==> config.mk <==
export PLATFORM = sky130hd
export DESIGN_NAME = alu_result_receiver
export DESIGN_NICKNAME = d
export VERILOG_FILES = /design/src/rtl/alu_result_receiver_pkg.sv /design/src/rtl/alu_result_receiver_frame_rx.sv /design/src/rtl/alu_result_receiver.sv
export SDC_FILE = /design/constraint.sdc
export NUM_CORES = 1
export LEC_CHECK = 0
export BUFFER_PORTS_ARGS = -buffer_cell sky130_fd_sc_hd__buf_2
export CAP_MARGIN = 10
export CORE_MARGIN = 2
export CORE_UTILIZATION = 55
export DETAILED_ROUTE_END_ITERATION = 6
export PLACE_DENSITY = 0.74
export SKIP_LAST_GASP = 1
export SYNTH_ARGS = -nofsm -noshare
export SYNTH_HDL_FRONTEND = slang
export SYNTH_SLANG_ARGS = --single-unit
==> constraint.sdc <==
create_clock -name clk -period 2.7 [get_ports clk]
set_clock_uncertainty 0.15 [all_clocks]
set_input_delay 0.27 -clock clk [delete_from_list [all_inputs] [get_ports clk]]
set_output_delay 0.27 -clock clk [all_outputs]
set_load 0.02 [all_outputs]
==> src/rtl/alu_result_receiver_pkg.sv <==
// Shared types and helpers for the serial ALU result receiver.
// The CRC3 function is shared so that checkers use the same definition as the RTL.
package alu_result_receiver_pkg;

    typedef enum logic [1:0] {
        IDLE     = 2'd0,
        RX_FRAME = 2'd1,
        DECODE   = 2'd2
    } rx_state_t;

    typedef logic [2:0] out_crc_t;

    localparam logic DATA       = 1'b0;
    localparam logic CTL        = 1'b1;
    localparam int   FRAME_BITS = 11;
    localparam int   DATA_BYTES = 4;

    // x^3+x+1, init 0, MSB first; the message is {C, 1'b0, flags}
    function automatic out_crc_t crc3(input logic [36:0] msg);
        out_crc_t c;
        logic     fb;
        c = '0;
        for (int i = 36; i >= 0; i--) begin
            fb = c[2] ^ msg[i];
            c  = {c[1:0], 1'b0} ^ (fb ? 3'b011 : 3'b000);
        end
        return c;
    endfunction

endpackage

==> src/rtl/alu_result_receiver_frame_rx.sv <==
// Serial frame receiver: start detect, 11-bit shift, stop check.
// frame_done_o / stop_err_o are asserted while the stop bit is being sampled.
module alu_frame_rx
    import alu_result_receiver_pkg::*;
(
    input  logic       clk,
    input  logic       rst_n,
    input  logic       sout_i,
    output logic       type_o,
    output logic [7:0] payload_o,
    output logic       frame_done_o,
    output logic       stop_err_o
);
    logic       busy_q, busy_d;
    logic [3:0] cnt_q, cnt_d;
    logic [8:0] sh_q, sh_d;

    always_comb begin
        busy_d       = busy_q;
        cnt_d        = cnt_q;
        sh_d         = sh_q;
        frame_done_o = 1'b0;
        stop_err_o   = 1'b0;
        if (!busy_q) begin
            if (!sout_i) begin
                busy_d = 1'b1;
                cnt_d  = 4'd1;
            end
        end else if (cnt_q == 4'(FRAME_BITS - 1)) begin
            // Leaves busy so a start bit in the very next cycle is accepted
            frame_done_o = sout_i;
            stop_err_o   = ~sout_i;
            busy_d       = 1'b0;
            cnt_d        = 4'd0;
        end else begin
            sh_d  = {sh_q[7:0], sout_i};
            cnt_d = cnt_q + 4'd1;
        end
    end

    always_ff @(posedge clk or negedge rst_n) begin
        if (!rst_n) begin
            busy_q <= 1'b0;
            cnt_q  <= '0;
            sh_q   <= '0;
        end else begin
            busy_q <= busy_d;
            cnt_q  <= cnt_d;
            sh_q   <= sh_d;
        end
    end

    assign type_o    = sh_q[8];
    assign payload_o = sh_q[7:0];

endmodule

==> src/rtl/alu_result_receiver.sv <==
// Reassembles a 32-bit ALU result plus flags/CRC (or an error report) from
// a stream of 11-bit serial frames; reports completion on valid / frame_err.
module alu_result_receiver
    import alu_result_receiver_pkg::*;
(
    input  logic        clk,
    input  logic        rst_n,
    input  logic        sout,
    output logic        valid,
    output logic [31:0] result,
    output logic [3:0]  flags,
    output logic        crc_ok,
    output logic        err,
    output logic [5:0]  err_flags,
    output logic        parity_ok,
    output logic        frame_err
);
    rx_state_t   state_q, state_d;
    logic        rx_type, rx_done, rx_stop_err;
    logic [7:0]  rx_payload;
    out_crc_t    crc_calc;

    logic [2:0]  byte_cnt_q, byte_cnt_d;
    logic [31:0] acc_q, acc_d, result_q, result_d;
    logic [3:0]  flags_q, flags_d;
    logic [5:0]  err_flags_q, err_flags_d;
    logic        valid_q, valid_d, frame_err_q, frame_err_d;
    logic        crc_ok_q, crc_ok_d, err_q, err_d, parity_ok_q, parity_ok_d;

    alu_frame_rx u_frame_rx (
        .clk          (clk),
        .rst_n        (rst_n),
        .sout_i       (sout),
        .type_o       (rx_type),
        .payload_o    (rx_payload),
        .frame_done_o (rx_done),
        .stop_err_o   (rx_stop_err)
    );

    assign crc_calc = crc3({acc_q, 1'b0, rx_payload[6:3]});

    always_ff @(posedge clk or negedge rst_n) begin
        if (!rst_n) state_q <= IDLE;
        else        state_q <= state_d;
    end

    always_comb begin
        state_d = state_q;
        unique case (state_q)
            IDLE:     if (!sout) state_d = RX_FRAME;
            RX_FRAME: if (rx_done) state_d = DECODE;
                      else if (rx_stop_err) state_d = IDLE;
            DECODE:   state_d = sout ? IDLE : RX_FRAME;
            default:  state_d = IDLE;
        endcase
    end

    // Decode is registered on the stop-bit edge so reports land in DECODE
    always_comb begin
        byte_cnt_d  = byte_cnt_q;
        acc_d       = acc_q;
        result_d    = result_q;
        flags_d     = flags_q;
        crc_ok_d    = crc_ok_q;
        err_d       = err_q;
        err_flags_d = err_flags_q;
        parity_ok_d = parity_ok_q;
        valid_d     = 1'b0;
        frame_err_d = 1'b0;
        if (rx_stop_err) begin
            frame_err_d = 1'b1;
            byte_cnt_d  = '0;
            acc_d       = '0;
        end else if (rx_done) begin
            byte_cnt_d = '0;
            acc_d      = '0;
            if (rx_type == DATA) begin
                if (byte_cnt_q == 3'(DATA_BYTES)) begin
                    frame_err_d = 1'b1;
                end else begin
                    acc_d      = {acc_q[23:0], rx_payload};
                    byte_cnt_d = byte_cnt_q + 3'd1;
                end
            end else if (!rx_payload[7]) begin
                if (byte_cnt_q == 3'(DATA_BYTES)) begin
                    valid_d     = 1'b1;
                    result_d    = acc_q;
                    flags_d     = rx_payload[6:3];
                    crc_ok_d    = (crc_calc == rx_payload[2:0]);
                    err_d       = 1'b0;
                    err_flags_d = '0;
                    parity_ok_d = 1'b0;
                end else begin
                    frame_err_d = 1'b1;
                end
            end else begin
                if (byte_cnt_q == 3'd0) begin
                    valid_d     = 1'b1;
                    err_d       = 1'b1;
                    crc_ok_d    = 1'b0;
                    err_flags_d = rx_payload[6:1];
                    parity_ok_d = ~^rx_payload;
                end else begin
                    frame_err_d = 1'b1;
                end
            end
        end
    end

    always_ff @(posedge clk or negedge rst_n) begin
        if (!rst_n) begin
            byte_cnt_q  <= '0;
            acc_q       <= '0;
            result_q    <= '0;
            flags_q     <= '0;
            crc_ok_q    <= 1'b0;
            err_q       <= 1'b0;
            err_flags_q <= '0;
            parity_ok_q <= 1'b0;
            valid_q     <= 1'b0;
            frame_err_q <= 1'b0;
        end else begin
            byte_cnt_q  <= byte_cnt_d;
            acc_q       <= acc_d;
            result_q    <= result_d;
            flags_q     <= flags_d;
            crc_ok_q    <= crc_ok_d;
            err_q       <= err_d;
            err_flags_q <= err_flags_d;
            parity_ok_q <= parity_ok_d;
            valid_q     <= valid_d;
            frame_err_q <= frame_err_d;
        end
    end

    assign valid     = valid_q;
    assign frame_err = frame_err_q;
    assign result    = result_q;
    assign flags     = flags_q;
    assign crc_ok    = crc_ok_q;
    assign err       = err_q;
    assign err_flags = err_flags_q;
    assign parity_ok = parity_ok_q;

endmodule
==> summary.txt, run 1 <==
STA
  • Max Clk Rate: 386.1 MHz
  • Fin Setup TNS: 0 ps
  • RSZ-0062 raised after global routing: no
  • Tightest Pin Transition: 557.2 ps
  • # setup viols final: 0
  • Period Utilization, post-route: 95.93%
  • Final WS setup: 109.8 ps
  • Hold Vio Cnt, Final: 0
  • Min Tclk post-route: 2590 ps
  • Slew margin rel.: 62.85%
  • Final Max Tran Viols: 0

Detailed routing
  • Routed vias: 3051
  • DR iter-0 viols: 147
  • Total Wirelength: 8934 um
  • Vias/cell: 5.325
  • Drt wl/cell: 15.59 um
  • ANT nets after route: 0
  • Drt pass-1 iters: 4
  • Residual DRC: 0

Global route
  • First-pass GRT wire length: 14970 um
  • Tot GR Track Use: 22.43%
  • Vias in the first global route: 3063
  • Gr ovfl total: 0
  • Largest net degree at the start of global routing: 55
  • Initial antenna violation count: 0

Synth
  • Syn Std Cell Area: 0.004315 sq mm
  • Multiplexer share of the synthesized area: 2.349%
  • Post-synthesis simple-gate area fraction: 16.00%
  • Post-synthesis sequential area ratio: 55.67%
  • Total number of yosys warnings: 0
  • Yosys top cell by area: dfrtp_1
  • Syn Area/Cell: 10.40 sq um
  • Number of flops mapped to enable cells by yosys: 0
  • Post-Syn Nets: 423
  • Synth Instances: 415
  • Largest family of logic cells by synthesized area: simple AND/OR/NAND/NOR gates
  • Synth top cells by count: nand2_1 (139), dfrtp_1 (96), a22o_1 (33), xnor2_1 (33), clkbuf_1 (19)
  • XOR/XNOR Fraction of Synth Area: 11.48%
  • Adder-cell share of the synthesized area: 1.450%
  • Primary FF master, synth: dfrtp_1
  • Async S/R FF share, synth: 100.0%
  • Seq cells post-synth: 96
  • Most common cell in the netlist: nand2_1
  • Share of the synthesized area in the top cell type: 55.67%
  • Leading post-synthesis cells by cell area: dfrtp_1 (56%), nand2_1 (12%), a22o_1 (6.7%)
  • Netlist cell types: 37
  • Synth Area in Compound Gates: 10.35%

CTS
  • Root Buffer Master: clkbuf_8
  • Clock-pin slew on the worst setup and hold paths: 90 ps
  • H-tree levels: 3
  • CTS sink count: 96
  • CTS tree: yes
  • Clk buf depth: 2
  • CTS Buf Count: 9
  • Worst-Skew Late Latency: 370 ps

Critical path
  • CP Class: reg2reg
  • Max incr delay on CP: 430 ps
  • Launching point of the worst reg2reg path: acc_q[20]
  • CP Cell Sequence: xnor2_1 > xnor3_2 > xnor2_4 > xnor2_2 > and3b_1 > o211ai_2 > o2111ai_1 > a31o_1
  • Critical Path Start: acc_q[20]
  • Worst Path Required: 2810 ps
  • Arr. time, crit path: 2700 ps
  • Type of origin of the critical path: flop
  • Worst-path maximum fanout: 6
  • Flop2flop setup slack: 110 ps
  • CP Capture Point: crc_ok
  • Worst flop-to-flop path endpoint: crc_ok
  • CP max stage cell: dfrtp_1
  • FF-to-FF path depth: 8
  • Critical Path Sink Type: flop

Die
  • Area of the core: 0.007647 sq mm
  • Io pins: 50
  • Starting Density: 56.43%
  • Chip Height: 92.58 um
  • Row count: 32
  • Die X: 92.58 um
  • DIE AREA: 0.008571 sq mm

Final layout
  • Area of the multi-input gates: 0.001846 sq mm
  • Final non-filler cell total: 573
  • # diodes: 0
  • Share of cells above drive strength 1: 20.59%
  • # fillers: 625
  • Register area: 0.002402 sq mm
  • Area delta synth->final: 15.57%
  • Nets: 474
  • Post-route cell area: 0.004987 sq mm

Placement
  • Buffers on Ports: 49
  • Post-DP Area: 0.004707 sq mm
  • Final HPWL DP: 6174 um
  • Placement Setup Slack: 87.89 ps
  • Placed cell count: 555
  • Placer Congestion: 0.8720

Power and ir drop
  • Pwr dens: 1026 mW/mm^2
  • Psw: 0.001897 W
  • Net Sw Frac: 37.09%
  • Clock Power Share: 20.1%
  • Worst VDD drop: 0.0005941 V
  • Reg power frac: 37.8%
  • P_int: 0.003219 W
  • Static leakage: 2.605 nW
  • Comb pwr share: 42.1%

Flow run
  • Max Cap Violations: 0

Run status
  • Outcome: completed

Min path
  • Worst hold path class: in2async
sequential cells by signal (all words and copies together), names as in the netlist, 3 cells and up:
name              flops
acc_q                32
result               32
u_frame_rx.sh_q       9
err_flags             6
flags                 4
u_frame_rx.cnt_q      4
byte_cnt_q            3
timing repair:
action,4_1_cts,5_1_grt
setup endpoints to repair,0,1
gates resized for setup,0,5
hold endpoints to repair,43,0
hold buffers,2,0
setup buffers,0,0
layer usage:
metal / share of wire (%) / global-route usage [%]
met1: 46 / 31.86
met2: 48 / 34.73
met3: 4.2 / 3.255
met4: 1.6 / 9.701
met5: 0 / 0
layout make-up:
class | instances | share of cell area (%)
clock inverter | 7 | 1.907
clock buffer | 9 | 2.484
inverter | 8 | 0.6021
tap | 102 | 2.559
sequential | 96 | 48.17
timing repair buffer | 62 | 7.275
multi-input combinational | 289 | 37.00
logic make-up after synthesis:
| logic type | Yosys count |
|---|---|
| XOR/XNOR | 47 |
| adder cells (fa/ha/maj) | 5 |
| flip-flops | 96 |
| multiplexers | 9 |
| AND/OR/NAND/NOR | 169 |
| AO/OA/AOI/OAI | 59 |
| buffers and inverters | 30 |
per-stage QoR:
stage	utilization (%)	total power, W	hold slack, ps
floorplan	-	0.003537	-175.6
global placement	61.55	0.003864	142.9
detailed placement	61.55	0.003964	140.8
CTS	64.68	0.005007	289.8
global route	65.22	0.005430	337.1
finish	65.22	0.005116	285.4
critical path: cells and delay by family, from the launching register on:
kind | cells | cell delay [ps]
xor gates and xnor gates | 4 | 1180
DFF | 1 | 430
AOI/OAI and AO/OA | 3 | 510
and+or+nand+nor | 1 | 220
how the worst min path moves through the flow:
stage / from / end / slack (ps) / depth (start not counted)
2_1_floorplan: rst_n / acc_q[0] / -180 / 0
6_report: rst_n / result[20] / 290 / 2
4_1_cts: rst_n / acc_q[24] / 290 / 2
5_1_grt: rst_n / acc_q[6] / 340 / 2
3_3_place_gp: rst_n / result[31] / 140 / 1
3_5_place_dp: rst_n / result[31] / 140 / 1
cell usage in the layout (no fill, tap or decap), types with 7 or more instances in the layout:
cell type / count
buf_2: 48
xnor2_1: 29
dfrtp_1: 96
clkbuf_8: 9
inv_1: 8
buf_4: 11
a22o_1: 33
nand2_1: 139
mux2_2: 9
xor2_1: 7
o21ai_0: 16
nor2_1: 7
power by group through the flow:
stage	Clock, W	Combinational, W	Sequential [W]
detailed placement	0	0.00200	0.00196
global route	0.00110	0.00235	0.00197
CTS	0.00105	0.00203	0.00193
finish	0.00103	0.00215	0.00194
global placement	0	0.00191	0.00195
floorplan	0	0.00169	0.00185
Power figures use the tool's default switching activity.
==> run 2, diff against run 1 <==
==> constraint.sdc (replaced) <==
create_clock -name clk -period 3.3 [get_ports clk]
set_clock_uncertainty 0.15 [all_clocks]
set_input_delay 0.33 -clock clk [delete_from_list [all_inputs] [get_ports clk]]
set_output_delay 0.33 -clock clk [all_outputs]
set_load 0.02 [all_outputs]
==> run 2 against run 1 <==
Largest power group is now registers. Final area down 2.3%. Largest cell class unchanged. Non-clock buffer count fell by 3. Hold slack lost 250 ps. First-iteration DRC count fell by 2.0%.
==> summary.txt, run 2 (synthesis results as in run 1) <==
Die
  • Starting Density: 56.43% (unchanged)
  • Io pins: 50 (unchanged)
  • Row count: 32 (unchanged)
  • Area of the core: 0.007647 sq mm (unchanged)
  • Chip Height: 92.58 um (unchanged)
  • Die X: 92.58 um (unchanged)
  • DIE AREA: 0.008571 sq mm (unchanged)

Critical path
  • Arr. time, crit path: 2810 ps (was 2700 ps)
  • CP Cell Sequence: xnor2_1 > xnor3_2 > xnor2_2 > xnor2_1 > nor3_1 > a21oi_1 > o21ai_0 > a31o_1 (was xnor2_1 > xnor3_2 > xnor2_4 > xnor2_2 > and3b_1 > o211ai_2 > o2111ai_1 > a31o_1)
  • Worst-path maximum fanout: 6 (unchanged)
  • Worst flop-to-flop path endpoint: crc_ok (unchanged)
  • FF-to-FF path depth: 8 (unchanged)
  • Type of origin of the critical path: flop (unchanged)
  • CP max stage cell: xnor3_2 (was dfrtp_1)
  • CP dominant cell by count: xnor2_1
  • CP Class: reg2reg (unchanged)
  • Launching point of the worst reg2reg path: acc_q[18] (was acc_q[20])
  • Flop2flop setup slack: 590 ps (was 110 ps)
  • CP delay by family, top: XOR/XNOR gates (unchanged)
  • Crit path buf inv count: 0 (unchanged)
  • Worst Path Required: 3410 ps (was 2810 ps)
  • Max incr delay on CP: 520 ps (was 430 ps)
  • Critical Path Sink Type: flop (unchanged)

Global route
  • First-pass GRT wire length: 14600 um (was 14970 um)
  • Largest net degree at the start of global routing: 59 (was 55)
  • Gr ovfl total: 0 (unchanged)
  • Initial antenna violation count: 0 (unchanged)
  • Tot GR Track Use: 21.90% (was 22.43%)
  • Vias in the first global route: 2970 (was 3063)

Flow run
  • Max Cap Violations: 0 (unchanged)

CTS
  • Root Buffer Master: clkbuf_8 (unchanged)
  • Clk buf depth: 2 (unchanged)
  • Clock-pin slew on the worst setup and hold paths: 90 ps (about the same)
  • CTS Buf Count: 9 (unchanged)
  • CTS tree: yes (unchanged)
  • H-tree levels: 3 (unchanged)
  • Worst-Skew Late Latency: 360 ps (was 370 ps)
  • CTS sink count: 96 (unchanged)

STA
  • RSZ-0062 raised after global routing: no (unchanged)
  • Min Tclk post-route: 2709 ps (was 2590 ps)
  • Fin Setup TNS: 0 ps (unchanged)
  • Final Max Tran Viols: 0 (unchanged)
  • # setup viols final: 0 (unchanged)
  • Final hold slack: 37.51 ps (was 285.4 ps)
  • Hold Vio Cnt, Final: 0 (unchanged)
  • Slew margin rel.: 51.97% (was 62.85%)
  • Tightest Pin Transition: 720.5 ps (was 557.2 ps)
  • Period Utilization, post-route: 82.09% (was 95.93%)
  • Max Clk Rate: 369.1 MHz (was 386.1 MHz)

Final layout
  • Nets: 471 (was 474)
  • # diodes: 0 (unchanged)
  • Most common cell after layout, fill and taps aside: nand2_1 (unchanged)
  • Area delta synth->final: 12.96% (was 15.57%)
  • Commonest cells after routing, fill and taps aside: nand2_1 (139), dfrtp_1 (96), buf_2 (48) (unchanged)
  • Share of cells above drive strength 1: 19.27% (was 20.59%)

Min path
  • Hold Path Depth: 2
  • Worst hold path class: in2reg (was in2async)
  • Hold endpoint: frame_err
  • Hold Startpoint: sout

Detailed routing
  • ANT nets after route: 0 (unchanged)
  • DR iter-0 viols: 144 (was 147)
  • Routed vias: 3038 (was 3051)
  • Residual DRC: 0 (unchanged)
  • Drt wl/cell: 15.38 um (was 15.59 um)
  • Drt pass-1 iters: 4 (unchanged)
  • Vias/cell: 5.339 (was 5.325)
  • Total Wirelength: 8751 um (was 8934 um)

Power and ir drop
  • Worst VDD drop: 0.0005155 V (was 0.0005941 V)
  • Pwr dens: 810.3 mW/mm^2 (was 1026 mW/mm^2)
  • Static leakage: 2.556 nW (was 2.605 nW)

Placement
  • Buffers on Ports: 49 (unchanged)
  • Final HPWL DP: 6223 um (was 6174 um)
  • Placer Congestion: 0.8534 (was 0.8720)

Run status
  • Outcome: completed (unchanged)
[run 2: area by class of cell]
type,instances,area [sq um]
multi-input cells,289,1804
repair buffers,59,325.3
clock inverters,6,61.31
flip-flops and latches,96,2402
fillers,634,2773
well taps,102,127.6
clock buffers,9,123.9
inverters,8,30.03
[run 2: per-stage QoR]
| step | cell area, sq um | worst slack (ps) | std cells | utilization [%] | total power (W) |
|---|---|---|---|---|---|
| 2_1_floorplan | 4315 | 897.6 | 415 | - | 0.002894 |
| 3_3_place_gp | 4679 | 799.0 | 553 | 61.19 | 0.003141 |
| 3_5_place_dp | 4679 | 644.3 | 553 | 61.19 | 0.003220 |
| 4_1_cts | 4875 | 610.6 | 569 | 63.74 | 0.003969 |
| 5_1_grt | 4875 | 387.3 | 569 | 63.74 | 0.004206 |
| 6_report | 4875 | 590.9 | 569 | 63.74 | 0.003950 |
[run 2: worst max path at each step]
stage               cells past startpoint      start      to
global placement                        8  acc_q[18]  crc_ok
detailed placement                      8  acc_q[18]  crc_ok
global route                            8  acc_q[18]  crc_ok
CTS                                     8  acc_q[18]  crc_ok
floorplan                               8  acc_q[18]  crc_ok
finish                                  8  acc_q[18]  crc_ok
[run 2: worst register-to-register path, stage by stage, from the launching register on]
cell and delay, ps:
dfrtp_1 440, xnor2_1 280, xnor3_2 520, xnor2_2 180, xnor2_1 440, nor3_1 110
a21oi_1 170, o21ai_0 100, a31o_1 220
[run 2: what timing repair did]
item                                   4_1_cts  5_1_grt
resized for setup                            0        0
hold buffers                                 1        0
buffers inserted                             0        0
endpoints found under the hold margin       56        0
[run 2: report_power, final]
part / switching, W / internal, W
registers: 0.000261 / 0.00135
clock network: 0.000399 / 0.000343
logic: 0.000818 / 0.000781
[run 2: per-layer routing]
metal  track usage (%)  up-vias  wire [um]
met5                 0        -          0
li1                  -     1467          -
met3             3.417       14        319
met1             30.13     1478       4038
met4             9.204        0        184
met2             34.91       79       4208
